<file path="src/rtl/register_pkg.sv">
// Shared types for the register bank: write-mode encoding and address sizing.
package register_pkg;

   typedef enum logic [1:0] {
      WM_LOAD   = 2'd0,
      WM_SET    = 2'd1,
      WM_CLEAR  = 2'd2,
      WM_TOGGLE = 2'd3
   } wmode_t;

   function automatic int unsigned addr_width(input int unsigned depth);
      return (depth > 1) ? $clog2(depth) : 1;
   endfunction

endpackage

</file>
<file path="src/rtl/register_merge.sv">
// Combinational merge of an old entry value with a write operand.
module register_merge
   import register_pkg::*;
#(
   parameter int unsigned P_width = 8
) (
   input  logic [P_width-1:0] I_old,
   input  logic [P_width-1:0] I_bits,
   input  wmode_t             I_mode,
   output logic [P_width-1:0] O_value
);

   always_comb begin
      O_value = I_bits;
      unique case (I_mode)
         WM_LOAD:   O_value = I_bits;
         WM_SET:    O_value = I_old | I_bits;
         WM_CLEAR:  O_value = I_old & ~I_bits;
         WM_TOGGLE: O_value = I_old ^ I_bits;
         default:   O_value = I_bits;
      endcase
   end

endmodule

</file>
<file path="src/rtl/register_bank.sv">
// Flip-flop register bank with bitwise write modes, shadow snapshot/restore,
// optional write-to-read forwarding and a registered content-changed pulse.
module register_bank
   import register_pkg::*;
#(
   parameter int unsigned          P_width  = 8,
   parameter int unsigned          P_depth  = 4,
   parameter logic [P_width-1:0]   P_init   = '0,
   parameter bit                   P_bypass = 1'b1,
   localparam int unsigned         AW       = addr_width(P_depth)
) (
   input  logic               I_clock,
   input  logic               I_reset,
   input  logic               I_write,
   input  logic [AW-1:0]      I_waddr,
   input  logic [1:0]         I_wmode,
   input  logic [P_width-1:0] I_bits,
   input  logic               I_snapshot,
   input  logic               I_restore,
   input  logic [AW-1:0]      I_raddr_a,
   input  logic [AW-1:0]      I_raddr_b,
   output logic [P_width-1:0] O_bits_a,
   output logic [P_width-1:0] O_bits_b,
   output logic               O_changed
);

   logic [P_width-1:0] r_entries [P_depth];
   logic [P_width-1:0] r_shadow  [P_depth];
   logic               r_changed;

   logic [P_width-1:0] w_next    [P_depth];
   logic [P_width-1:0] w_old;
   logic [P_width-1:0] w_merged;
   logic               w_waddr_ok;
   logic               w_fwd;
   logic               w_changed;

   function automatic logic in_range(input logic [AW-1:0] addr);
      return 32'(addr) < P_depth;
   endfunction

   assign w_waddr_ok = in_range(I_waddr);
   assign w_old      = w_waddr_ok ? r_entries[I_waddr] : '0;
   assign w_fwd      = P_bypass && I_write && !I_restore && !I_reset && w_waddr_ok;

   // Single merge instance: its result feeds both the stored write and forwarding.
   register_merge #(.P_width(P_width)) u_merge (
      .I_old   (w_old),
      .I_bits  (I_bits),
      .I_mode  (wmode_t'(I_wmode)),
      .O_value (w_merged)
   );

   always_comb begin
      w_changed = 1'b0;
      for (int unsigned i = 0; i < P_depth; i++) begin
         w_next[i] = r_entries[i];
         if (I_restore)
            w_next[i] = r_shadow[i];
         else if (I_write && w_waddr_ok && (32'(I_waddr) == i))
            w_next[i] = w_merged;
         if (w_next[i] != r_entries[i])
            w_changed = 1'b1;
      end
   end

   always_ff @(posedge I_clock) begin
      if (I_reset) begin
         for (int unsigned i = 0; i < P_depth; i++) begin
            r_entries[i] <= P_init;
            r_shadow[i]  <= P_init;
         end
         r_changed <= 1'b0;
      end else begin
         // Shadow takes pre-edge entries while entries take the old shadow: a swap.
         for (int unsigned i = 0; i < P_depth; i++) begin
            r_entries[i] <= w_next[i];
            if (I_snapshot)
               r_shadow[i] <= r_entries[i];
         end
         r_changed <= w_changed;
      end
   end

   always_comb begin
      O_bits_a = '0;
      if (in_range(I_raddr_a))
         O_bits_a = (w_fwd && (I_raddr_a == I_waddr)) ? w_merged : r_entries[I_raddr_a];
   end

   always_comb begin
      O_bits_b = '0;
      if (in_range(I_raddr_b))
         O_bits_b = (w_fwd && (I_raddr_b == I_waddr)) ? w_merged : r_entries[I_raddr_b];
   end

   assign O_changed = r_changed;

endmodule
</file>
<file path="config.mk">
export PLATFORM = sky130hd
export DESIGN_NAME = register_bank
export DESIGN_NICKNAME = d
export VERILOG_FILES = /design/src/rtl/register_pkg.sv /design/src/rtl/register_merge.sv /design/src/rtl/register_bank.sv
export SDC_FILE = /design/constraint.sdc
export NUM_CORES = 1
export LEC_CHECK = 0
export ABC_CLOCK_PERIOD_IN_PS = 12400
export CORE_MARGIN = 2
export CORE_UTILIZATION = 30
export CTS_CLUSTER_SIZE = 20
export DETAILED_ROUTE_END_ITERATION = 16
export HOLD_SLACK_MARGIN = 0.12
export PLACE_DENSITY = 0.48
export SYNTH_ARGS = -nofsm -noshare
export SYNTH_HDL_FRONTEND = slang
export SYNTH_SLANG_ARGS = --single-unit
</file>
<file path="constraint.sdc">
create_clock -name I_clock -period 12.4 [get_ports I_clock]
set_clock_uncertainty 0.1 [all_clocks]
set_input_delay 1.86 -clock I_clock [delete_from_list [all_inputs] [get_ports I_clock]]
set_output_delay 1.86 -clock I_clock [all_outputs]
set_load 0.02 [all_outputs]
</file>
Word-level counts from Yosys, hierarchy flattened. Memory sizes are Yosys's and may differ from the RTL's. Index checks and enable logic that the tools add are counted.

Equal/unequal tests: 12. Muxes and demuxes: 29. Bitwise operators: 12. Reductions and logical operators: 12.

Operator list (number): two-way mux 8 bit (18); inequality test 8 bit (4); case mux 8 bit (4 select lines) (1); two-way mux 1 bit (10); AND 8 bit (1); equality test 2 bit (second input constant) (4); logical AND 1 bit (8); NOT 8 bit (1); OR 1 bit (8); OR 8 bit (1); XOR 8 bit (1); equality test 2 x 1 -> 1 bit (second input constant) (2); equality test 2 bit (2); zero test 2 bit (2); zero test 1 bit (2).

Register bits after elaboration: 1. Memory bits (writable): 64. Input bits: 21. Output and inout bits: 17. Word-level logic and storage cells: 68. Memories: 2.

Memories: r_entries (depth 4, width 8, rd ports 7, clocked after memory_dff 0, write ports 4, RTL line register_bank.sv:27) `logic [P_width-1:0] r_entries [P_depth];`; r_shadow (depth 4, width 8, rd ports 4, clocked after memory_dff 0, write ports 4, RTL line register_bank.sv:28) `logic [P_width-1:0] r_shadow [P_depth];`.

Longest topological paths before layout. Gate-level depths: netlist (run 1).

Depth in word-level cells: 10. Mapped depth: 13. Gate-level depth less buffers: 10.

By module. A second synthesis (run 1) with hierarchy kept.

Cells, all modules: 493. Area total of the unflattened synthesis: 4848.4 um^2.

By module, submodules not included: register_bank (times used 1, cells an instance 443, area each 4355.4 um^2, sequential area each 1621.6 um^2); register_merge (times used 1, cells an instance 50, area each 493.0 um^2, sequential area each 0.0 um^2).

Worst setup path before layout (run 1). Ideal clock, no wire load.

Path kind: in2out. Start: input I_waddr[0]. End: output O_bits_a[2]. Arrival: 4.450 ns. Required time: 10.440 ns. Setup slack: 5.990 ns. Stages on the path: 9. Buffers on the path: 3. Path through: clkbuf_8 > clkbuf_1 > mux4_2 > inv_1 > ha_1 > inv_1 > mux4_1 > clkbuf_1 > o21ai_0.

Cells in the longest elaborated chain, start to end: 4. Elaborated cells on any way between the ends: 8. Classes of those cells: eq/ne (1); mux (2); bitwise (3); reduce/logical (1); memory (1).

RTL lines: start: declaration (RTL line register_bank.sv:15) `input logic [AW-1:0] I_waddr,`; memory (4 x 8 bit); XOR 8 bit, or another cell as far along (RTL line register_merge.sv:19) `WM_TOGGLE: O_value = I_old ^ I_bits;`; case mux 8 bit (4 select lines) (RTL line register_merge.sv:15) `unique case (I_mode)`; two-way mux 8 bit (*) (RTL line register_bank.sv:88) `O_bits_a = (w_fwd && (I_raddr_a == I_waddr)) ? w_merged : r_entries[I_raddr_a];`; end: declaration (RTL line register_bank.sv:22) `output logic [P_width-1:0] O_bits_a,`.

Every way passes the cells marked *; elsewhere a longest branch is shown, timed or not.

Final worst setup path (run 1).
Start: input I_waddr[1]. End: output O_bits_a[1].

The elaborated chain is that of the path after synthesis.

==> results.py, run 1 <==
metrics = {
    "critical_path": {
        "crit_top_cell": "clkdlybuf4s50_1",
        "crit_chain": "clkdlybuf4s50_1 -> mux4_2 -> inv_1 -> ha_1 -> mux4_1 -> mux2_2 -> clkdlybuf4s50_1",
        "r2r-start": "r_entries[3][1]$_SDFF_PP0_",
        "cp_max_fo": 19,
        "critical_path_required_ps": 10440,
        "r2r_end": "O_changed$_SDFF_PP0_",
        "endpoint": "O_bits_a[1]",
        "rrSetupSlack_ps": 9040,
        "worst_setup_path_start_kind": "primary input",
        "crit_type": "primary input to primary output",
        "crit_start": "I_waddr[1]",
        "arrival_ps": 5280,
        "reg2reg_depth": 9,
        "end_kind": "primary output",
        "crit_path_top_delay_cell": "clkdlybuf4s50_1",
        "crit_path_max_incr_delay_ps": 1070,
    },
    "drt": {
        "wl_per_cell_um": 20.30,
        "drt-pass1-iter-count": 5,
        "vias": 3886,
        "via_per_inst": 5.258,
        "drt-total-wl_mm": 15.00,
        "ant_nets": 0,
        "drc": 0,
        "drtIter0Drc": 359,
    },
    "cts": {
        "cts-resized-gates": 0,
        "htreeDepth": 3,
        "root_buffer": "clkbuf_16",
        "cts_sinks": 65,
        "clock_latency_ps": 340,
        "clkTransAtPathRegs_ps": 50,
        "cts_inserted_buffers": 9,
        "cts_tree": "yes",
        "post_cts_buffers": 0,
        "cts_hold_buf": 0,
        "clockBufferDepth": 2,
    },
    "synthesis": {
        "ys_ff_latch": 65,
        "synth-simple-area-share": 0.1675,
        "ys_types": 49,
        "synth_top_family_by_area": "multiplexers",
        "synthArstFlopShare": 0,
        "synth_fa_ha_area_frac": 0.04055,
        "synth.area.mux_share": 0.1858,
        "synth_xor_area_frac": 0.1011,
        "yosys.area.top_type": "edfxtp_1",
        "synth_compound_area_frac": 0.09959,
        "synth.avg_cell_area_um2": 9.738,
        "synth_flop_cell": "dfxtp_1",
        "yosysMostFrequentCell": "nor2_1",
        "synth_nets": 544,
        "synth_area_leaders": "edfxtp_1 19%, dfxtp_1 13%, mux4_2 12%",
        "syn_area_um2": 4937,
        "synth_edf_count": 32,
        "ys_seq_area_frac": 0.3284,
        "yosysWarnings": 0,
        "yosysTopAreaCellShare": 0.1946,
        "synth_common_cells": "58 x nor2_1, 45 x a21oi_1, 34 x nand2_1",
        "synthCells": 507,
    },
    "placement": {
        "port_buffers": 37,
        "globalplace.congestion": 0.8509,
        "post-place-ws_ps": 5166,
        "post-dp-hpwl_mm": 9.729,
    },
    "sta": {
        "fin_ws_ps": 5163,
        "post-route-period-util": 0.5836,
        "finalMaxSlewViolations": 0,
        "setup_viol": 0,
        "fmax_mhz": 138.2,
        "timing.final.hold_violations": 0,
        "holdWs_ps": 434.2,
        "tns_ps": 0,
        "rsz0062_at_grt": "no",
        "timing.final.crit_period_ps": 7237,
        "slew_headroom": 0.3894,
        "tightest_slew_ps": 913.1,
    },
    "status": {
        "status": "finished, final reports clean",
    },
    "power": {
        "p_per_area_nw_per_um2": 118.5,
        "vdd_ir_drop_max_uv": 66.83,
        "leakage_uw": 0.002145,
    },
    "worst_hold_path": {
        "hp-class": "flip-flop to flip-flop",
    },
    "global_route": {
        "grt_pass1_wl_mm": 23.22,
        "grt_antenna_before_repair": 0,
        "grt_pass1_vias": 3817,
        "track_usage": 0.1748,
        "grt-ovfl-total": 0,
        "grt_max_degree": 74,
    },
    "finish": {
        "fillers": 1673,
        "drive_above_1_share": 0.1358,
        "num-nets-final": 555,
        "fin_util": 0.3542,
        "syn_to_final_growth_pct": 14.77,
        "antenna_cells": 0,
    },
    "floorplan": {
        "rows": 46,
        "coreArea_um2": 16000,
        "die_h_um": 132.3,
        "die_area_um2": 17500,
        "die-width_um": 132.3,
        "initial_core_util": 0.3086,
        "ios": 38,
    },
    "job": {
        "cap_violations": 0,
    },
}
per-layer routing:
metal | vias to the layer above | track usage | routed length (µm)
li1 | 1814 | - | -
met1 | 1917 | 0.2316 | 6366
met2 | 132 | 0.2841 | 7273
met3 | 23 | 0.03691 | 1064
met4 | 0 | 0.05974 | 295
met5 | - | 0 | 0
worst min-delay path by stage:
stage                                       from                          to  slack [ps]  cells past startpoint
finish              r_shadow[3][4]$_SDFFCE_PN0P_  r_entries[3][4]$_SDFF_PP0_         430                      2
global placement    r_shadow[2][5]$_SDFFCE_PN0P_  r_entries[2][5]$_SDFF_PP0_         410                      2
CTS                 r_shadow[1][3]$_SDFFCE_PN0P_  r_entries[1][3]$_SDFF_PP0_         440                      2
global route        r_shadow[1][3]$_SDFFCE_PN0P_  r_entries[1][3]$_SDFF_PP0_         470                      2
floorplan           r_shadow[2][3]$_SDFFCE_PN0P_  r_entries[2][3]$_SDFF_PP0_         400                      2
detailed placement  r_shadow[1][3]$_SDFFCE_PN0P_  r_entries[1][3]$_SDFF_PP0_         420                      2
where the power goes:
| group | internal [µW] | switching [µW] |
|---|---|---|
| combinational | 62.0 | 75.4 |
| clock | 176 | 105 |
| sequential | 237 | 16.0 |
| total | 475 | 196 |
stage by stage:
step           area [µm²]  cells  total power (µW)
6_report             5667    739             671.4
5_1_grt              5667    739             695.0
4_1_cts              5667    739             675.6
3_5_place_dp         5346    723             395.1
3_3_place_gp         5346    723             393.6
2_1_floorplan        4937    507             353.4
worst max-delay path: cells and delay by family:
kind                       cells  cell delay [ps]
adders and majority gates      1              220
muxes                          3             1480
buffers and inverters          3             1700
layout by cell type, fill, tap and decap left out, types with 2 or more instances in the layout:
cell type / instances
clkinv_4: 2
mux2i_1: 2
a221o_1: 2
xor2_1: 26
ha_1: 16
and3_1: 3
nor2_1: 58
o22ai_1: 2
nor4_1: 2
inv_1: 27
nor3_1: 17
buf_4: 6
a221oi_1: 2
nand3_1: 5
edfxtp_1: 32
nand4_1: 7
mux2_2: 14
o21ai_0: 11
clkdlybuf4s50_1: 36
nand2b_1: 6
xnor2_1: 31
dfxtp_1: 33
mux4_2: 27
mux4_1: 5
clkbuf_16: 9
a211oi_1: 2
bufinv_16: 2
nand2_1: 34
a21oi_1: 45
o211ai_1: 5
and2_1: 32
clkinv_2: 2
registers in the layout, summed over array words and instances, names as in the netlist:
register and flops:
O_changed 1, r_shadow 32, r_entries 32
cells by family after synthesis:
kind of cell	count (synthesis)
buffers and inverters	70
adder cells (fa/ha/maj)	16
AND/OR/NAND/NOR	172
XOR/XNOR	57
AO/OA/AOI/OAI	79
multiplexers	48
flip-flops	65
cell type report:
type | instances | area, µm² | share of cell area
inverters | 27 | 101.3 | 0.01788
clock buffers | 9 | 225.2 | 0.03974
repair buffers | 43 | 410.4 | 0.07242
well taps | 216 | 270.3 | 0.04769
multi-input cells | 372 | 2943 | 0.5193
clock inverters | 7 | 95.09 | 0.01678
flip-flops and latches | 65 | 1622 | 0.2862
(Power assumes the default switching activity.)
==> inputs of run 2 (changes only) <==
--- a/config.mk
+++ b/config.mk
@@ -5,7 +5,7 @@
 export SDC_FILE = /design/constraint.sdc
 export NUM_CORES = 1
 export LEC_CHECK = 0
-export ABC_CLOCK_PERIOD_IN_PS = 12400
+export ABC_CLOCK_PERIOD_IN_PS = 7000
 export CORE_MARGIN = 2
 export CORE_UTILIZATION = 30
 export CTS_CLUSTER_SIZE = 20
==> constraint.sdc (replaced) <==
create_clock -name I_clock -period 7 [get_ports I_clock]
set_clock_uncertainty 0.1 [all_clocks]
set_input_delay 1.05 -clock I_clock [delete_from_list [all_inputs] [get_ports I_clock]]
set_output_delay 1.05 -clock I_clock [all_outputs]
set_load 0.02 [all_outputs]
==> run 2 against run 1 <==
Non-clock buffer count fell by 1. Via count shrank 2.4%. Combinational power grew 80%. Utilization fell by 0.30 points. Final cell count is 0.14% lower. First-iteration DRC count is 11% higher. Sequential share of layout area rose by 0.24 points. Routed wire length grew 1.9%. Global-route usage rose by 0.45 points. Worst setup slack got worse by 3900 ps.
==> results.py, run 2 (synthesis gave the netlist of run 1 again) <==
metrics = {
    "drt": {
        "drc": 0,
        "drt-total-wl_mm": 15.28,
        "vias": 3794,
        "drtIter0Drc": 397,
        "ant_nets": 0,
        "drt-pass1-iter-count": 4,
        "wl_per_cell_um": 20.70,
        "via_per_inst": 5.141,
    },
    "global_route": {
        "grt_max_degree": 73,
        "grt_pass1_vias": 3745,
        "grt_antenna_before_repair": 0,
        "track_usage": 0.1793,
        "grt_pass1_wl_mm": 23.35,
        "grt-ovfl-total": 0,
    },
    "sta": {
        "setup_viol": 0,
        "timing.final.crit_period_ps": 5775,
        "tns_ps": 0,
        "slew_headroom": 0.3258,
        "finalMaxSlewViolations": 0,
        "timing.final.hold_violations": 0,
        "fin_ws_ps": 1225,
        "rsz0062_at_grt": "no",
        "post-route-period-util": 0.8250,
        "tightest_slew_ps": 1007,
        "fmax_mhz": 173.2,
    },
    "critical_path": {
        "crit_type": "primary input to primary output",
        "crit_path_max_incr_delay_ps": 1020,
        "arrival_ps": 4630,
        "critical_path_required_ps": 5850,
        "worst_setup_path_start_kind": "primary input",
        "crit_chain": "clkdlybuf4s50_1 -> mux4_2 -> inv_1 -> ha_1 -> mux4_1 -> mux2_2 -> clkdlybuf4s50_1",
        "crit_family": "multiplexers",
        "crit_path_top_delay_cell": "clkdlybuf4s50_1",
        "cp_max_fo": 11,
        "end_kind": "primary output",
        "crit_buf_inv": 3,
        "crit_top_cell": "clkdlybuf4s50_1",
    },
    "floorplan": {
        "die-width_um": 132.3,
        "die_h_um": 132.3,
        "die_area_um2": 17500,
        "coreArea_um2": 16000,
        "initial_core_util": 0.3086,
        "ios": 38,
        "rows": 46,
    },
    "cts": {
        "post_cts_buffers": 0,
        "htreeDepth": 3,
        "cts_inserted_buffers": 9,
        "cts_tree": "yes",
        "cts_sinks": 65,
        "cts-resized-gates": 0,
        "clockBufferDepth": 2,
        "cts_hold_buf": 0,
        "root_buffer": "clkbuf_16",
        "clkTransAtPathRegs_ps": 50,
        "clock_latency_ps": 340,
    },
    "finish": {
        "mostFrequentLayoutCell": "nor2_1",
        "antenna_cells": 0,
        "num-nets-final": 554,
        "syn_to_final_growth_pct": 13.81,
        "drive_above_1_share": 0.1264,
        "final_cell_mix": "58 x nor2_1, 45 x a21oi_1, 36 x clkdlybuf4s50_1, 34 x nand2_1, 33 x dfxtp_1",
    },
    "job": {
        "cap_violations": 0,
    },
    "power": {
        "vdd_ir_drop_max_uv": 112.3,
        "leakage_uw": 0.002122,
        "p_per_area_nw_per_um2": 201.9,
        "internal-power_uw": 803.4,
        "p_switching_uw": 331.1,
        "share_seq_of_total_power": 0.395,
        "power_frac_clock": 0.389,
        "p_sw_frac": 0.2919,
        "p_total_uw": 1135,
        "comb_power_share": 0.216,
    },
    "status": {
        "status": "finished, final reports clean",
    },
    "worst_hold_path": {
        "hp-class": "flip-flop to flip-flop",
    },
    "placement": {
        "globalplace.congestion": 0.8436,
        "port_buffers": 37,
        "post-place-ws_ps": 1201,
        "post-dp-hpwl_mm": 10.00,
    },
}
[run 2: cell count changes in the layout (fill, tap and decap cells not counted)]
cell | before | now
buf_4 | 6 | 5
bufinv_16 | 2 | 1
clkbuf_1 | 0 | 3
clkinv_1 | 0 | 1
clkinv_4 | 2 | 0
clkinvlp_4 | 1 | 0
[run 2: routing by layer]
layer / vias up / routed length, µm / track usage
met3: 18 / 1040 / 0.04037
li1: 1809 / - / -
met1: 1852 / 6310 / 0.2329
met5: - / 0 / 0
met2: 115 / 7589 / 0.2853
met4: 0 / 336 / 0.08184
[run 2: power by group through the flow]
stage | Combinational (µW) | Clock (µW) | Sequential (µW)
finish | 246 | 441 | 448
CTS | 248 | 450 | 447
floorplan | 179 | 0 | 447
global placement | 243 | 0 | 454
global route | 269 | 462 | 451
detailed placement | 247 | 0 | 455
[run 2: path summary, 6_finish.rpt]
path	startpoint	to	slack [ps]	depth (start not counted)
max	I_waddr[0]	O_bits_b[1]	1220	7
min	r_shadow[1][7]$_SDFFCE_PN0P_	r_entries[1][7]$_SDFF_PP0_	430	2
max reg2reg	r_entries[3][1]$_SDFF_PP0_	O_changed$_SDFF_PP0_	3590	9
min reg2reg	r_shadow[1][7]$_SDFFCE_PN0P_	r_entries[1][7]$_SDFF_PP0_	430	2
[run 2: area by class of cell]
| class | count | area, µm² |
|---|---|---|
| clock buffers | 12 | 236.5 |
| clock inverters | 4 | 43.79 |
| fillers | 1671 | 10380 |
| inverters | 27 | 101.3 |
| multi-input cells | 372 | 2943 |
| repair buffers | 42 | 402.9 |
| well taps | 216 | 270.3 |
| flip-flops and latches | 65 | 1622 |
[run 2: stage by stage]
step	hold slack [ps]	util	instances	cell area [µm²]
after floorplan	398.6	-	507	4937
after global placement	412.6	0.3337	722	5339
after detailed placement	422.3	0.3337	722	5339
after CTS	434.7	0.3512	738	5619
after global routing	460.1	0.3512	738	5619
final	430.5	0.3512	738	5619
[run 2: worst min-delay path, delay by kind of cell (launching register included)]
family | cells | cell delay (ps)
DFF | 1 | 350
AOI/OAI and AO/OA | 1 | 70
and+or+nand+nor | 1 | 70
